<file path="src/rtl/tdm_pkg.sv">
// tdm_pkg: shared definitions for the 1-to-4 TDM demultiplexer.
//   state_t    - framing FSM states (HUNT: searching for frame_sync, RUN: locked)
//   NUM_SLOTS  - channels per TDM frame
//   SLOT_W     - width of the slot index
package tdm_pkg;

    typedef enum logic {
        HUNT = 1'b0,
        RUN  = 1'b1
    } state_t;

    localparam int NUM_SLOTS = 4;
    localparam int SLOT_W    = 2;

endpackage

</file>
<file path="src/rtl/tdm_slot_counter.sv">
// tdm_slot_counter: slot index for the next expected valid beat.
//   clk   - clock, rising edge
//   rst   - synchronous active-high reset, clears the index
//   clr   - clear the index to 0
//   load1 - load 1 (a slot-0 beat has just been taken)
//   inc   - advance by one; 3 wraps to 0 through the natural 2-bit rollover
//   slot  - current slot index
// Priority: rst/clr > load1 > inc.
module tdm_slot_counter
    import tdm_pkg::*;
(
    input  logic              clk,
    input  logic              rst,
    input  logic              clr,
    input  logic              load1,
    input  logic              inc,
    output logic [SLOT_W-1:0] slot
);

    always_ff @(posedge clk) begin
        if (rst || clr) begin
            slot <= '0;
        end else if (load1) begin
            slot <= SLOT_W'(1);
        end else if (inc) begin
            slot <= slot + SLOT_W'(1);
        end
    end

endmodule

</file>
<file path="src/rtl/tdm_demux1to4.sv">
// tdm_demux1to4: splits a time-multiplexed stream (one channel per valid
// beat, channel 0 marked by frame_sync) into four parallel channel outputs.
//   clk        - clock, rising edge
//   rst        - synchronous active-high reset
//   din        - sample stream, W bits
//   din_valid  - din carries a beat this cycle
//   frame_sync - with din_valid, marks the channel-0 beat
//   q0..q3     - channels of the last complete frame
//   q_valid    - one-cycle pulse when q0..q3 update
//   slot       - slot expected for the next valid beat
//   locked     - high while in RUN
//   sync_err   - one-cycle pulse on a framing violation
// Slots 0..2 are collected in shadow registers; the slot-3 beat moves the
// whole frame to q0..q3 in one edge so the outputs never show a mixed frame.
module tdm_demux1to4
    import tdm_pkg::*;
#(
    parameter int W = 1
) (
    input  logic              clk,
    input  logic              rst,
    input  logic [W-1:0]      din,
    input  logic              din_valid,
    input  logic              frame_sync,
    output logic [W-1:0]      q0,
    output logic [W-1:0]      q1,
    output logic [W-1:0]      q2,
    output logic [W-1:0]      q3,
    output logic              q_valid,
    output logic [SLOT_W-1:0] slot,
    output logic              locked,
    output logic              sync_err
);

    state_t             state;
    logic [SLOT_W-1:0]  slot_cnt;
    logic [W-1:0]       shadow [NUM_SLOTS-1];

    logic store_first;
    logic store_mid;
    logic frame_done;
    logic frame_err;
    logic go_run;
    logic go_hunt;
    logic cnt_clr;
    logic cnt_load1;
    logic cnt_inc;

    // Per-beat action decode; nothing happens without din_valid, which also
    // makes frame_sync alone a no-op.
    always_comb begin
        store_first = 1'b0;
        store_mid   = 1'b0;
        frame_done  = 1'b0;
        frame_err   = 1'b0;
        go_run      = 1'b0;
        go_hunt     = 1'b0;
        cnt_clr     = 1'b0;
        cnt_load1   = 1'b0;
        cnt_inc     = 1'b0;
        if (din_valid) begin
            case (state)
                HUNT: begin
                    if (frame_sync) begin
                        store_first = 1'b1;
                        cnt_load1   = 1'b1;
                        go_run      = 1'b1;
                    end
                end
                RUN: begin
                    if (frame_sync) begin
                        // A sync anywhere but slot 0 abandons the partial
                        // frame and restarts on this beat.
                        store_first = 1'b1;
                        cnt_load1   = 1'b1;
                        frame_err   = (slot_cnt != '0);
                    end else if (slot_cnt == '0) begin
                        // Expected a sync and got none: lock is lost.
                        frame_err = 1'b1;
                        go_hunt   = 1'b1;
                        cnt_clr   = 1'b1;
                    end else if (slot_cnt == SLOT_W'(NUM_SLOTS - 1)) begin
                        frame_done = 1'b1;
                        cnt_inc    = 1'b1;
                    end else begin
                        store_mid = 1'b1;
                        cnt_inc   = 1'b1;
                    end
                end
                default: begin
                    go_hunt = 1'b1;
                    cnt_clr = 1'b1;
                end
            endcase
        end
    end

    tdm_slot_counter u_slot_counter (
        .clk   (clk),
        .rst   (rst),
        .clr   (cnt_clr),
        .load1 (cnt_load1),
        .inc   (cnt_inc),
        .slot  (slot_cnt)
    );

    always_ff @(posedge clk) begin
        if (rst) begin
            state    <= HUNT;
            q_valid  <= 1'b0;
            sync_err <= 1'b0;
            q0       <= '0;
            q1       <= '0;
            q2       <= '0;
            q3       <= '0;
            for (int i = 0; i < NUM_SLOTS - 1; i++) begin
                shadow[i] <= '0;
            end
        end else begin
            q_valid  <= frame_done;
            sync_err <= frame_err;
            if (go_run) begin
                state <= RUN;
            end else if (go_hunt) begin
                state <= HUNT;
            end
            if (store_first) begin
                shadow[0] <= din;
            end
            if (store_mid) begin
                shadow[slot_cnt] <= din;
            end
            if (frame_done) begin
                q0 <= shadow[0];
                q1 <= shadow[1];
                q2 <= shadow[2];
                q3 <= din;
            end
        end
    end

    assign slot   = slot_cnt;
    assign locked = (state == RUN);

endmodule

</file>
<file path="config.mk">
export PLATFORM = sky130hd
export DESIGN_NAME = tdm_demux1to4
export DESIGN_NICKNAME = d
export VERILOG_FILES = /design/src/rtl/tdm_pkg.sv /design/src/rtl/tdm_slot_counter.sv /design/src/rtl/tdm_demux1to4.sv
export SDC_FILE = /design/constraint.sdc
export NUM_CORES = 1
export LEC_CHECK = 0
export CAP_MARGIN = 20
export CORE_MARGIN = 5
export CORE_UTILIZATION = 41
export CTS_CLUSTER_SIZE = 8
export DETAILED_ROUTE_END_ITERATION = 7
export PLACE_DENSITY = 0.77
export SLEW_MARGIN = 20
export SYNTH_ARGS = -nofsm -noshare
export SYNTH_HDL_FRONTEND = slang
export SYNTH_HIERARCHICAL = 1
export SYNTH_SLANG_ARGS = --single-unit
</file>
<file path="constraint.sdc">
create_clock -name clk -period 1.41 [get_ports clk]
set_input_delay 0.3525 -clock clk [delete_from_list [all_inputs] [get_ports clk]]
set_output_delay 0.3525 -clock clk [all_outputs]
set_load 0.1 [all_outputs]
</file>
* After elaboration in Yosys (flattened, before gate mapping) *
Memories as Yosys holds them, arrays and structs flattened. A register that Yosys moved wholly into a read port is not among the register bits.
Cells that the tools add are included.

cells by class
  add/subtract/negate cells = 1
  multiplexer cells = 39
  equal/unequal tests = 1
  reduce and logical (&&, ||, !) cells = 8
  bitwise logic cells = 3

operator list
  cell                                                           number
  1-bit two-way mux                                              38
  2-bit nonzero test                                             3
  3-bit OR reduction                                             1
  2-bit by 1-bit adder with 2-bit output, second input constant  1
  2-bit equality test, second input constant                     1
  2-bit zero test                                                1
  2-bit two-way mux                                              1
  1-bit inverter                                                 2
  2-bit OR reduction                                             1
  1-bit logical OR                                               1
  1-bit bitwise OR                                               1
  1-bit OR reduction                                             1

storage, ports and cells
  output and inout port bits = 9
  memories = 1
  input bits = 5
  RAM bits = 3
  register bits = 6
  word-level logic and storage cells = 59

memories
  name    words  width  rd ports  clocked after Yosys merged registers in  write ports  RTL line             source
  shadow  3      1      3         3                                        3            tdm_demux1to4.sv:37  logic [W-1:0] shadow [NUM_SLOTS-1];

* Depth between registers and ports, before layout *
  word-level depth = 11
  depth in mapped cells = 7
  depth with buffers taken out = 7

* Hierarchy *
Netlist, hierarchy kept.

by module, submodules not included
  module            sequential area each (sq um)  times used  cells an instance  area an instance (sq um)
  tdm_demux1to4     230.2                         1           50                 491.7
  tdm_slot_counter  40.0                          1           8                  92.6

* Least setup slack after synthesis *
Ideal clock, no wire load.

  path kind = reg2reg
  start point = reg u_slot_counter.slot[0]
  end point = reg u_slot_counter.slot[1]
  stages on the path, launching flop included = 8
  clock period less this slack = 2.383 ns
  arrival time = 2.280 ns
  path buffers = 0
  setup time = 0.103 ns
  required time = 1.307 ns
  setup slack = -0.973 ns
  path through = dfxtp_1 -> inv_1 -> ha_1 -> inv_1 -> ha_1 -> and3_2 -> nand3b_1 -> a2111oi_2

between the ends
  elaborated cells on any way between the ends = 12
  classes of those cells = 1 x add/sub; 8 x mux; 3 x reduce/logical

RTL lines
  what                      RTL line                source
  start: declaration        tdm_slot_counter.sv:17  output logic [SLOT_W-1:0] slot
  start signal: assignment  tdm_slot_counter.sv:26  slot <= slot + SLOT_W'(1);
  2-bit zero test           tdm_demux1to4.sv:77     end else if (slot_cnt == '0) begin
  1-bit two-way mux         tdm_demux1to4.sv:77
  1-bit two-way mux         tdm_demux1to4.sv:71     if (frame_sync) begin
  1-bit two-way mux         tdm_demux1to4.sv:62     case (state)
  1-bit two-way mux         tdm_demux1to4.sv:61     if (din_valid) begin
  via cnt_inc               tdm_demux1to4.sv:47     logic cnt_inc;

The timed path passes the listed nets, and every way through them passes these cells.
A chain may end at the register's enable or synchronous reset.

* Worst setup path after layout *
  start point = reg u_slot_counter.slot[1]
  end point = reg u_slot_counter.slot[1]

The elaborated chain is that of the path after synthesis.

==> metrics <==
FP Rows=13; leakage=~0.44 nW; Syn Area/Cell=approximately 10 um^2; Initial Util=44.3%; sequential area share after synthesis=46.3%; r2r endpoint=u_slot_counter/slot[1]; drt total wl=1.28 mm; GR peak layer=met2; wire per inst=between 10 and 15 um; Reg-to-Reg Start=u_slot_counter/slot[1]; gp weighted congestion=~0.82; Crit Path Max Fanout=2; Final Instance Count excl. Fillers=99; Worst Path Class, Setup=reg2reg; largest area contributor in the netlist=dfxtp_1; initial drt markers=4; Hold Path Depth=2; Antenna diodes=0; CP Capture Type=register; largest stage delay on the critical path=0.36 ns; Die ar.=roughly 2300 um^2; Cells after DPL=95; layout cells sized above 1=44.0%; final setup vio count=2; Via Count=513; core footprint=1320 um^2; VDD IR max=523 uV; min-delay src=shadow[2]; min cycle time layout=1.49 ns; run status=complete, but fails checks; die height=roughly 48 um; failing checks=setup timing; gr ovfl total=0; dominant cells by area after synthesis=dfxtp_1 (31%), edfxtp_1 (15%), ha_1 (8.6%); PD cells=740 nW/um^2; CTS Root Cell=clkbuf_4; hold endpoint=q2; DRC=0; CTS Sinks=12; cell mode on critical path=ha_4; final core occ=around three quarters; reg2reg path depth=7; vias in the first global route=513; fmax=0.673 GHz; CP max-delay cell=dfxtp_4; Max Buffers Root-to-Sink=2; CTS tree=done; share of the synthesized area in the top cell type=30.8%; Synth warnings=6; register bit total from synthesis=12; Antenna Nets Post-Route=0; setup ws final=-0.0762 ns; CP required=1.58 ns; transition time of the tightest slew-check pin=around 0.24 ns; Post-Syn Instances=58; GRT met1 Usage=between 10 and 15%; CTS Buf Count=3; fin crit share=105%; number of distinct library cells after synthesis=23; startpoint types=register; WP data arrival=1.65 ns; r2r setup slk=-0.08 ns; Port Buffers=13; Max Slew Vio Count=0; setup bufs post-CTS=0; cell chain of the critical path=inv_4, ha_4, inv_2, ha_4, and3_4, a21bo_1, a2111oi_2; DR vias/cell=around 5.2; Nets=94; met3 GRT Util=3.76%; # Max-Cap Violations=0; Die W=47.8 um; 1st-pass router iterations=4; initial antenna violation count=0; RSZ-0062 raised after global routing=yes; Slew HR=between 80% and 90%; first-pass GRT wire length=2.09 mm; area added between synthesis and finish=67.0%; clock skew=between 0.004 and 0.005 ns; routing usage on met2=about 24%; H-tree depth=1; Hold Crit Class=reg2reg; endpoints failing hold=0; Clock transition at path regs=~0.080 ns; GRT Total Usage=13.5%; largest net degree at the start of global routing=14; syn nets=67; clk_lat worst skew=0.27 ns; # IOs=14; crit path launch=u_slot_counter/slot[1]; cell area after synthesis=584 um^2
==> cell usage after synthesis, drive strengths merged <==
| cell type | count |
|---|---|
| nand4b | 1 |
| a21oi | 1 |
| edfxtp | 3 |
| nor2 | 8 |
| mux2i | 4 |
| and3 | 2 |
| inv | 5 |
| nand2b | 1 |
| and2 | 1 |
| nor3 | 4 |
| a2111oi | 1 |
| ha | 4 |
| nand4 | 1 |
| o21bai | 2 |
| and4bb | 1 |
| dfxtp | 9 |
| nand2 | 5 |
| xor2 | 1 |
| o21a | 1 |
| nand3b | 1 |
| a21bo | 1 |
| clkbuf | 1 |
==> routing by layer <==
| metal | wire length [um] | vias to the layer above |
|---|---|---|
| met2 | 651 | 14 |
| met3 | 68 | 6 |
| met4 | 41 | 0 |
| met5 | 0 | - |
| met1 | 514 | 239 |
| li1 | - | 254 |
==> worst max-delay path: cells and delay by family (launching register included) <==
family | cells | cell delay, ns
AND/OR/NAND/NOR | 1 | 0.16
flip-flops | 1 | 0.36
buffers and inverters | 2 | 0.10
AO/OA/AOI/OAI | 2 | 0.50
adder cells (fa/ha/maj) | 2 | 0.27
==> kinds of logic (layout without fill, tap and decap cells) <==
kind of cell / Yosys count / in the layout / share of synthesized area, %
and+or+nand+nor: 25 / 25 / 24.0
buffers and inverters: 6 / 32 / 3.85
xor gates and xnor gates: 1 / 1 / 1.50
AOI/OAI and AO/OA: 6 / 6 / 8.99
muxes: 4 / 4 / 6.85
DFF: 12 / 12 / 46.3
adders and majority gates: 4 / 4 / 8.57
==> power by group <==
group	internal (W)	leakage (nW)	switching [W]
Combinational	0.0000606	0.319	0.0000792
Sequential	0.000358	0.106	0.00000859
Clock	0.000102	0.0154	0.000114
Total	0.000521	0.441	0.000201
==> worst max path at each step <==
stage | to | slack, ns | cells past startpoint
detailed placement | u_slot_counter/slot[1] | -0.43 | 6
global placement | u_slot_counter/slot[1] | -0.40 | 6
CTS | u_slot_counter/slot[1] | -0.08 | 7
global route | u_slot_counter/slot[1] | -0.14 | 7
finish | u_slot_counter/slot[1] | -0.08 | 7
floorplan | u_slot_counter/slot[1] | -0.19 | 7
==> stage by stage <==
step           setup slack (ns)  hold slack (ns)  cell area (um^2)  power, W  TNS [ns]
2_1_floorplan            -0.192            0.419               629  0.000450    -0.245
3_3_place_gp             -0.403            0.459               940  0.000511     -3.54
3_5_place_dp             -0.427            0.485               940  0.000514     -3.89
4_1_cts                 -0.0810            0.507               970  0.000728    -0.117
5_1_grt                  -0.137            0.522               976  0.000762    -0.226
6_report                -0.0762            0.496               976  0.000722    -0.103
==> repair_timing <==
| action | 4_1_cts | 5_1_grt |
|---|---|---|
| endpoints found under the setup margin | 7 | 8 |
| hold buffers | 0 | 0 |
| resized for setup | 3 | 2 |
| pin swaps | 0 | 3 |
| hold endpoints to repair | 0 | 0 |
| cloned | 0 | 0 |
==> registers in the layout, summed over array words and instances (netlist names) <==
signal	count
locked	1
q0	1
q1	1
q2	1
q3	1
q_valid	1
shadow	3
sync_err	1
u_slot_counter/slot	2
==> placed cells by master (no fill, tap or decap), drive strengths merged <==
master / instances
buf: 19
dfxtp: 9
nor2: 8
nand2: 5
inv: 5
mux2i: 4
nor3: 4
ha: 4
clkbuf: 3
edfxtp: 3
o21bai: 2
clkdlybuf4s50: 2
and3: 2
and4bb: 1
nand4: 1
and2: 1
nand4b: 1
nand2b: 1
a21oi: 1
clkinv: 1
dlymetal6s2s: 1
dlygate4sd2: 1
xor2: 1
o21a: 1
a21bo: 1
nand3b: 1
a2111oi: 1
==> cell type report <==
cell class                      count  area (um^2)
Sequential cell                    12          282
Clock inverter                      1         3.75
Multi-Input combinational cell     40          325
Tap cell                           15         18.8
Inverter                            5         23.8
Timing Repair Buffer               23          300
Clock buffer                        3         22.5
Fill cell                          85          342
No activity file was read; power rests on OpenSTA's default activity.
